**src/rtl/serial_comp_pkg.sv**
```systemverilog
// serial_comp_pkg
//   Shared definitions for the bit-serial magnitude comparator:
//   FSM state encodings and the one-hot {LG,EQ,RG} status constants.
package serial_comp_pkg;

  typedef enum logic [1:0] {
    S_IDLE = 2'd0,
    S_RUN  = 2'd1,
    S_HOLD = 2'd2
  } state_t;

  // One-hot status, bit order {LG, EQ, RG}
  localparam logic [2:0] ST_INIT = 3'b010;  // nothing seen yet: equal
  localparam logic [2:0] ST_LG   = 3'b100;  // X > Y
  localparam logic [2:0] ST_RG   = 3'b001;  // X < Y

endpackage

```
**src/rtl/serial_comp_cell.sv**
```systemverilog
// comp_cell
//   Combinational 1-bit compare cell. Bits arrive LSB-first, so a differing
//   bit simply overwrites the running status; later (higher) bits therefore
//   override everything decided below them.
// Ports
//   x, y       : current operand bits
//   status_in  : running {LG,EQ,RG} status from lower bits
//   status_out : updated status including this bit
module comp_cell
  import serial_comp_pkg::*;
(
  input  logic       x,
  input  logic       y,
  input  logic [2:0] status_in,
  output logic [2:0] status_out
);

  always_comb begin
    status_out = status_in;
    if (x && !y)      status_out = ST_LG;
    else if (!x && y) status_out = ST_RG;
  end

endmodule

```
**src/rtl/serial_comp.sv**
```systemverilog
// serial_comp
//   Bit-serial unsigned magnitude comparator. Operands are captured on a
//   valid/ready accept, walked LSB-first through one comp_cell per clock,
//   and the one-hot result is presented under a valid/ack handshake.
//   Latency is WIDTH cycles from accept to VALID_OUT, independent of data.
// Ports
//   CLK, RST_N      : clock (rising edge), async active-low reset
//   START_IN        : operand valid, accepted while READY_OUT=1
//   READY_OUT       : high only in IDLE
//   X_IN, Y_IN      : unsigned operands, sampled on accept
//   VALID_OUT       : result valid, held until ACK_IN
//   ACK_IN          : consumer takes result
//   LG/EQ/RG_OUT    : X>Y / X==Y / X<Y, updated only when a result completes
module serial_comp
  import serial_comp_pkg::*;
#(
  parameter int WIDTH = 4
) (
  input  logic             CLK,
  input  logic             RST_N,
  input  logic             START_IN,
  output logic             READY_OUT,
  input  logic [WIDTH-1:0] X_IN,
  input  logic [WIDTH-1:0] Y_IN,
  output logic             VALID_OUT,
  input  logic             ACK_IN,
  output logic             LG_OUT,
  output logic             EQ_OUT,
  output logic             RG_OUT
);

  localparam int CNT_W = (WIDTH > 1) ? $clog2(WIDTH) : 1;
  localparam logic [CNT_W-1:0] CNT_LAST = CNT_W'(WIDTH - 1);

  state_t           state;
  logic [WIDTH-1:0] xs, ys;
  logic [CNT_W-1:0] cnt;
  logic [2:0]       status, status_nxt;

  comp_cell u_cell (
    .x          (xs[0]),
    .y          (ys[0]),
    .status_in  (status),
    .status_out (status_nxt)
  );

  assign READY_OUT = (state == S_IDLE);

  always_ff @(posedge CLK or negedge RST_N) begin
    if (!RST_N) begin
      state     <= S_IDLE;
      xs        <= '0;
      ys        <= '0;
      cnt       <= '0;
      status    <= '0;
      VALID_OUT <= 1'b0;
      LG_OUT    <= 1'b0;
      EQ_OUT    <= 1'b0;
      RG_OUT    <= 1'b0;
    end else begin
      case (state)
        S_IDLE: begin
          if (START_IN) begin
            xs     <= X_IN;
            ys     <= Y_IN;
            status <= ST_INIT;
            cnt    <= '0;
            state  <= S_RUN;
          end
        end
        S_RUN: begin
          status <= status_nxt;
          xs     <= xs >> 1;
          ys     <= ys >> 1;
          cnt    <= cnt + CNT_W'(1);
          // Last bit: publish the final status straight from the cell so the
          // result lands on the same edge the FSM enters HOLD.
          if (cnt == CNT_LAST) begin
            state                    <= S_HOLD;
            VALID_OUT                <= 1'b1;
            {LG_OUT, EQ_OUT, RG_OUT} <= status_nxt;
          end
        end
        S_HOLD: begin
          if (ACK_IN) begin
            state     <= S_IDLE;
            VALID_OUT <= 1'b0;
          end
        end
        default: begin
          state     <= S_IDLE;
          VALID_OUT <= 1'b0;
        end
      endcase
    end
  end

endmodule

```
**config.mk**
```make
export PLATFORM = sky130hd
export DESIGN_NAME = serial_comp
export DESIGN_NICKNAME = d
export VERILOG_FILES = /design/src/rtl/serial_comp_pkg.sv /design/src/rtl/serial_comp_cell.sv /design/src/rtl/serial_comp.sv
export SDC_FILE = /design/constraint.sdc
export NUM_CORES = 1
export LEC_CHECK = 0
export ABC_CLOCK_PERIOD_IN_PS = 1200
export BUFFER_PORTS_ARGS = -buffer_cell sky130_fd_sc_hd__buf_4
export CAP_MARGIN = 20
export CORE_ASPECT_RATIO = 0.6
export CORE_MARGIN = 5
export CORE_UTILIZATION = 30
export DETAILED_ROUTE_END_ITERATION = 10
export PLACE_DENSITY = 0.51
export REMOVE_ABC_BUFFERS = 1
export SYNTH_ARGS = -nofsm -noshare
export SYNTH_HDL_FRONTEND = slang
export SYNTH_SLANG_ARGS = --single-unit
export TNS_END_PERCENT = 5
```
**constraint.sdc**
```tcl
create_clock -name CLK -period 1.2 [get_ports CLK]
set_input_delay 0.18 -clock CLK [delete_from_list [all_inputs] [get_ports CLK]]
set_output_delay 0.18 -clock CLK [all_outputs]
set_load 0.03 [all_outputs]
```
; Word level (Yosys, flattened, before mapping)
; Index checks and enable logic that the tools add are counted.
[word_totals]
regBits = 19
latch_bits = 0
ramBits = 0
rom_bits = 0
inputBits = 12
output_inout_bits = 5
wordCells = 44
n_memories = 0
[op_classes]
add_sub_neg = 1
mul = 0
n_div = 0
order_cmp = 0
eq_ne = 6
n_shift = 0
mux = 17
bitwise_logic = 1
n_reduce_logical = 10
[op_table]
columns = operator, n
row1 = $pmux W4 S2, 2
row2 = $mux W3, 3
row3 = $mux W2, 4
row4 = $mux W4, 2
row5 = $ne A2 B2 Y1 const B, 3
row6 = $pmux W2 S3, 1
row7 = $pmux W3 S2, 1
row8 = $reduce_and A3 Y1, 2
row9 = $eq A2 B2 Y1 const B, 2
row10 = $pmux W2 S2, 1
row11 = $reduce_and A2 Y1, 2
row12 = $pmux W1 S3, 1
row13 = $add A2 B1 Y2 const B, 1
row14 = $eq A2 B1 Y1 const B, 1
row15 = $logic_and A1 B1 Y1, 2
row16 = $logic_not A1 Y1, 2
row17 = $logic_not A2 Y1, 1
row18 = $mux W1, 2
row19 = $reduce_bool A2 Y1, 1
row20 = $not A1 Y1, 1

; Logic depth before layout (Yosys ltp)
[depth]
ltp_word = 5
mapped_depth = 5

; Hierarchy
; A second synthesis with hierarchy kept.
[unflattened]
cells_unflattened = 82
area_unflattened_um2 = 892.1
[by_module_without_submodules]
columns = module, n_inst, cells_each, area_each_um2, seq_area_each_um2
row1 = serial_comp, 1, 75, 849.6, 475.5
row2 = comp_cell, 1, 7, 42.5, 0.0

; Least setup slack after synthesis
; No wires, ideal clock.
[synth_path]
kind = register to output
from = register state[0]
to = output READY_OUT
arrival_ns = 1.069
required_time_ns = 1.020
slack_ns = -0.049
path_stages_with_launch = 4
path_buffers = 2
path_cell_list = dfrtp_1 > buf_6 > buf_2 > nor2_1
[synth_between]
elab_chain_len = 1
[synth_lines]
columns = element, line
row1 = "start, declared", serial_comp.sv:35  ; state_t state;
row2 = "start signal, assigned", serial_comp.sv:51  ; state <= S_IDLE;
row3 = "start signal, assigned", serial_comp.sv:68  ; state <= S_RUN;
row4 = "start signal, assigned", serial_comp.sv:79  ; state <= S_HOLD;
row5 = $logic_not A2 Y1, serial_comp.sv:47  ; assign READY_OUT = (state == S_IDLE);
row6 = "end, declared", serial_comp.sv:22  ; output logic READY_OUT,
; No other way between the ends.

; Final worst setup path
[layout_path]
from = register state[1]
to = output READY_OUT
; The elaborated chain is that of the path after synthesis.

==> results.json <==
{
  "max_clock_freq_mhz": 805,
  "number_of_setup_violations_in_the_final_report": 1,
  "postSynthCellCount": 101,
  "layout.nets": 138,
  "critical-path-top-cell-by-count": "sky130_fd_sc_hd__buf_6",
  "postLayoutCoreUtil_pct": 39.2,
  "htree_levels": 1,
  "detailed_place_hpwl_um": 1630,
  "vias_in_the_first_global_route": 773,
  "grt_util_all_layers_pct": 11.3,
  "drt.antenna.violating_nets": 0,
  "number_of_stages_on_the_worst_hold_path": 2,
  "diodes": 0,
  "setup.worst_path.start_class": "register",
  "worstSetupPathType": "reg -> out",
  "ys_top_cells_by_area": "sky130_fd_sc_hd__dfrtp_1 49%, sky130_fd_sc_hd__nor2b_1 7.0%, sky130_fd_sc_hd__a21oi_1 6.1%, sky130_fd_sc_hd__a22oi_1 4.6%, sky130_fd_sc_hd__o21ai_1 4.1%",
  "number_of_buffers_added_by_the_clock_tree_synthesis_step": 3,
  "timing.final.crit_period_ns": 1.24,
  "critPathSlowestCell": "sky130_fd_sc_hd__dfrtp_2",
  "viasPerCell": 4.69,
  "timing.hold.ws_ns": 0.104,
  "post_route_setup_slack_ns": -0.0427,
  "drv.max_cap_violation_count": 0,
  "min_from": "ACK_IN",
  "place.port_buffers": 16,
  "synth_adder_area_share_pct": 1.28,
  "fin_skew_ns": 0.00185,
  "ctsRootBufferMaster": "sky130_fd_sc_hd__clkbuf_8",
  "areaGrowthSynthToFinish_pct": 28.2,
  "synth.avg_cell_area_um2": 9.70,
  "vdd_drop_max_v": 0.00128,
  "route.top_layer_used": "met3",
  "post-synth-top-area-cell": "sky130_fd_sc_hd__dfrtp_1",
  "arrival_ns": 1.06,
  "crit_path_max_fanout": 5,
  "grt_start_max_net_pins": 20,
  "worst_r2r_path_depth": 5,
  "power_total_w": 0.00318,
  "crit-reg2reg-capture": "LG_OUT$_DFFE_PN0P_",
  "timing.slew.headroom_pct": 73.5,
  "cpLargestDelayFamily": "flip-flops",
  "post-place-cells": 160,
  "yosys.area_share.simple_pct": 17.0,
  "met1_layer_wirelength_in_the_final_routing_um": 1330,
  "r2r_start": "state[0]$_DFFE_PN0P_",
  "critPathBufInv": 2,
  "holdPathEnd": "state[1]$_DFFE_PN0P_",
  "ioPinCount": 17,
  "die_area_um2": 4550,
  "synthXorXnorAreaFrac_pct": 0.894,
  "grt_pass1_wl_um": 3930,
  "synth_compound_area_share_pct": 24.5,
  "final_hold_viols": 0,
  "detail_route.wirelength_um": 2310,
  "synth_mux_area_share_pct": 1.15,
  "grt_setup_unrepaired": "true",
  "timing.critical_path.required_ns": 1.02,
  "run_status": "finished, violations left",
  "leakage_nw": 0.568,
  "yosys_warnings": 0,
  "synth_top_family_by_area": "compound AO/OA/AOI/OAI gates",
  "clock_tree_from_tritoncts": "built",
  "number_of_vias_after_detailed_routing": 792,
  "globalRouteOverflowTotal": 0,
  "max-clock-path-buffers": 2,
  "endpoint_kind": "primary output",
  "tns_ns": -0.0427,
  "firstDrtPassIters": 4,
  "crit_path_cell_trace": "buf_6 -> nor2_4 -> buf_6",
  "detail_route.drc_violations": 0,
  "final-max-slew-violation-count": 0,
  "layout_worst_path_cycle_share_pct": 104,
  "synth_area_um2": 980,
  "failed_checks": "negative setup slack",
  "tightestPinTransition_ns": 0.396,
  "clk_pin_slew_worst_paths_ns": 0.07,
  "floorplan_core_area_um2": 3200,
  "antenna_found_initial": 0,
  "met2_wirelength_um": 877,
  "pwr_density_cell_nw_per_um2": 2530,
  "die_y_um": 54.3,
  "synth-seq-area-share_pct": 48.5,
  "detail_route.iter0.violations": 35,
  "drive_gt1_share_pct": 29.8,
  "clock_latency_ns": 0.26,
  "stdcell_count": 169,
  "place_congestion": 0.702,
  "total_of_flip_flops_plus_latches_after_synthesis": 19,
  "met3RoutedLength_um": 105,
  "wirelength_per_cell_um": 13.7,
  "post-synth-top-area-fraction_pct": 48.5,
  "holdCritPathClass": "in -> reg",
  "floorplan.initialDensity_pct": 30.6,
  "floorplan.die.width_um": 83.8,
  "cts.sinks": 19,
  "placement_rows": 16,
  "number_of_unique_standard_cell_types_used_by_synthesis": 25,
  "critical_path.max_stage_delay_ns": 0.44,
  "r2r_setup_slack_ns": 0.05
}
[cell usage in the layout, fill, tap and decap left out]
master                          count
sky130_fd_sc_hd__a211oi_2           1
sky130_fd_sc_hd__a21o_1             1
sky130_fd_sc_hd__a21oi_1           12
sky130_fd_sc_hd__a22o_1             1
sky130_fd_sc_hd__a22oi_1            6
sky130_fd_sc_hd__buf_4             23
sky130_fd_sc_hd__buf_6              2
sky130_fd_sc_hd__buf_8              1
sky130_fd_sc_hd__clkbuf_1           1
sky130_fd_sc_hd__clkbuf_8           3
sky130_fd_sc_hd__dfrtp_1           17
sky130_fd_sc_hd__dfrtp_2            2
sky130_fd_sc_hd__dlygate4sd3_1      1
sky130_fd_sc_hd__ha_1               1
sky130_fd_sc_hd__inv_1              2
sky130_fd_sc_hd__mux2_2             1
sky130_fd_sc_hd__nand2_1           10
sky130_fd_sc_hd__nand2b_1           1
sky130_fd_sc_hd__nand3_1            1
sky130_fd_sc_hd__nand3b_4           1
sky130_fd_sc_hd__nor2_1             3
sky130_fd_sc_hd__nor2_4             1
sky130_fd_sc_hd__nor2b_1           10
sky130_fd_sc_hd__nor2b_2            1
sky130_fd_sc_hd__nor2b_4            1
sky130_fd_sc_hd__o21ai_0            7
sky130_fd_sc_hd__o21ai_1            8
sky130_fd_sc_hd__o21bai_1           2
sky130_fd_sc_hd__o311ai_1           1
sky130_fd_sc_hd__o31ai_1            1
sky130_fd_sc_hd__xnor2_1            1
[synth_stat cells, drive strengths merged]
cell	count
a211oi	1
a21o	1
a21oi	12
a22o	1
a22oi	6
buf	8
dfrtp	19
ha	1
inv	2
mux2	1
nand2	10
nand2b	1
nand3	1
nand3b	1
nor2	4
nor2b	12
o21ai	15
o21bai	2
o311ai	1
o31ai	1
xnor2	1
[report_power, final]
group          leakage, nW  switching (W)  internal, W
Clock               0.0228       0.000214     0.000236
Combinational        0.308       0.000785     0.000755
Sequential           0.237       0.000276     0.000916
[what timing repair did]
item	4_1_cts	5_1_grt
gates resized for setup	6	3
setup buffers	0	4
endpoints found under the hold margin	19	0
setup endpoints to repair	10	4
hold buffers	1	0
pin swaps	0	1
cloned	0	0
[area by class of cell]
class | count | area (um^2)
clock buffer | 4 | 45.0
fill | 335 | 1950
inverter | 2 | 7.51
multi-input combinational | 72 | 449
sequential | 19 | 478
tap | 45 | 56.3
timing repair buffer | 27 | 220
[layer usage]
layer	global-route usage, %	vias to the layer above
met3	4.21	0
met2	14.9	16
met4	1.60	0
met1	17.5	378
met5	0	-
li1	-	398
[worst reg2reg max path: cells and delay by family (launching register included)]
kind,cells,cell delay (ns)
flip-flops,1,0.45
AO/OA/AOI/OAI,2,0.21
AND/OR/NAND/NOR,1,0.10
buffers and inverters,2,0.28
[registers in the layout, summed over array words and instances (netlist names)]
signal     count
status         3
EQ_OUT         1
LG_OUT         1
ys             4
cnt            2
VALID_OUT      1
state          2
xs             4
RG_OUT         1
[logic make-up (layout without fill, tap and decap cells)]
logic type / Yosys count / in the layout
multiplexers: 1 / 1
AO/OA/AOI/OAI: 40 / 40
AND/OR/NAND/NOR: 29 / 29
buffers and inverters: 10 / 33
flip-flops: 19 / 19
XOR/XNOR: 1 / 1
adder cells (fa/ha/maj): 1 / 1
[worst max-delay path by stage]
stage                              endpoint                  from  cells after the start
after CTS                         READY_OUT  state[0]$_DFFE_PN0P_                      3
after global routing              READY_OUT  state[1]$_DFFE_PN0P_                      3
after global placement    xs[0]$_DFFE_PN0P_  state[1]$_DFFE_PN0P_                      3
after detailed placement  ys[2]$_DFFE_PN0P_  state[1]$_DFFE_PN0P_                      3
after floorplan           xs[0]$_DFFE_PN0P_  state[1]$_DFFE_PN0P_                      3
final                             READY_OUT  state[1]$_DFFE_PN0P_                      3
[stage by stage]
step	setup slack [ns]	area (um^2)
final	-0.0427	1260
after CTS	-0.0906	1220
after floorplan	-0.0229	922
after global placement	-0.0794	1140
after global routing	-0.0789	1260
after detailed placement	-0.160	1140
No activity file was read; power rests on OpenSTA's default activity.
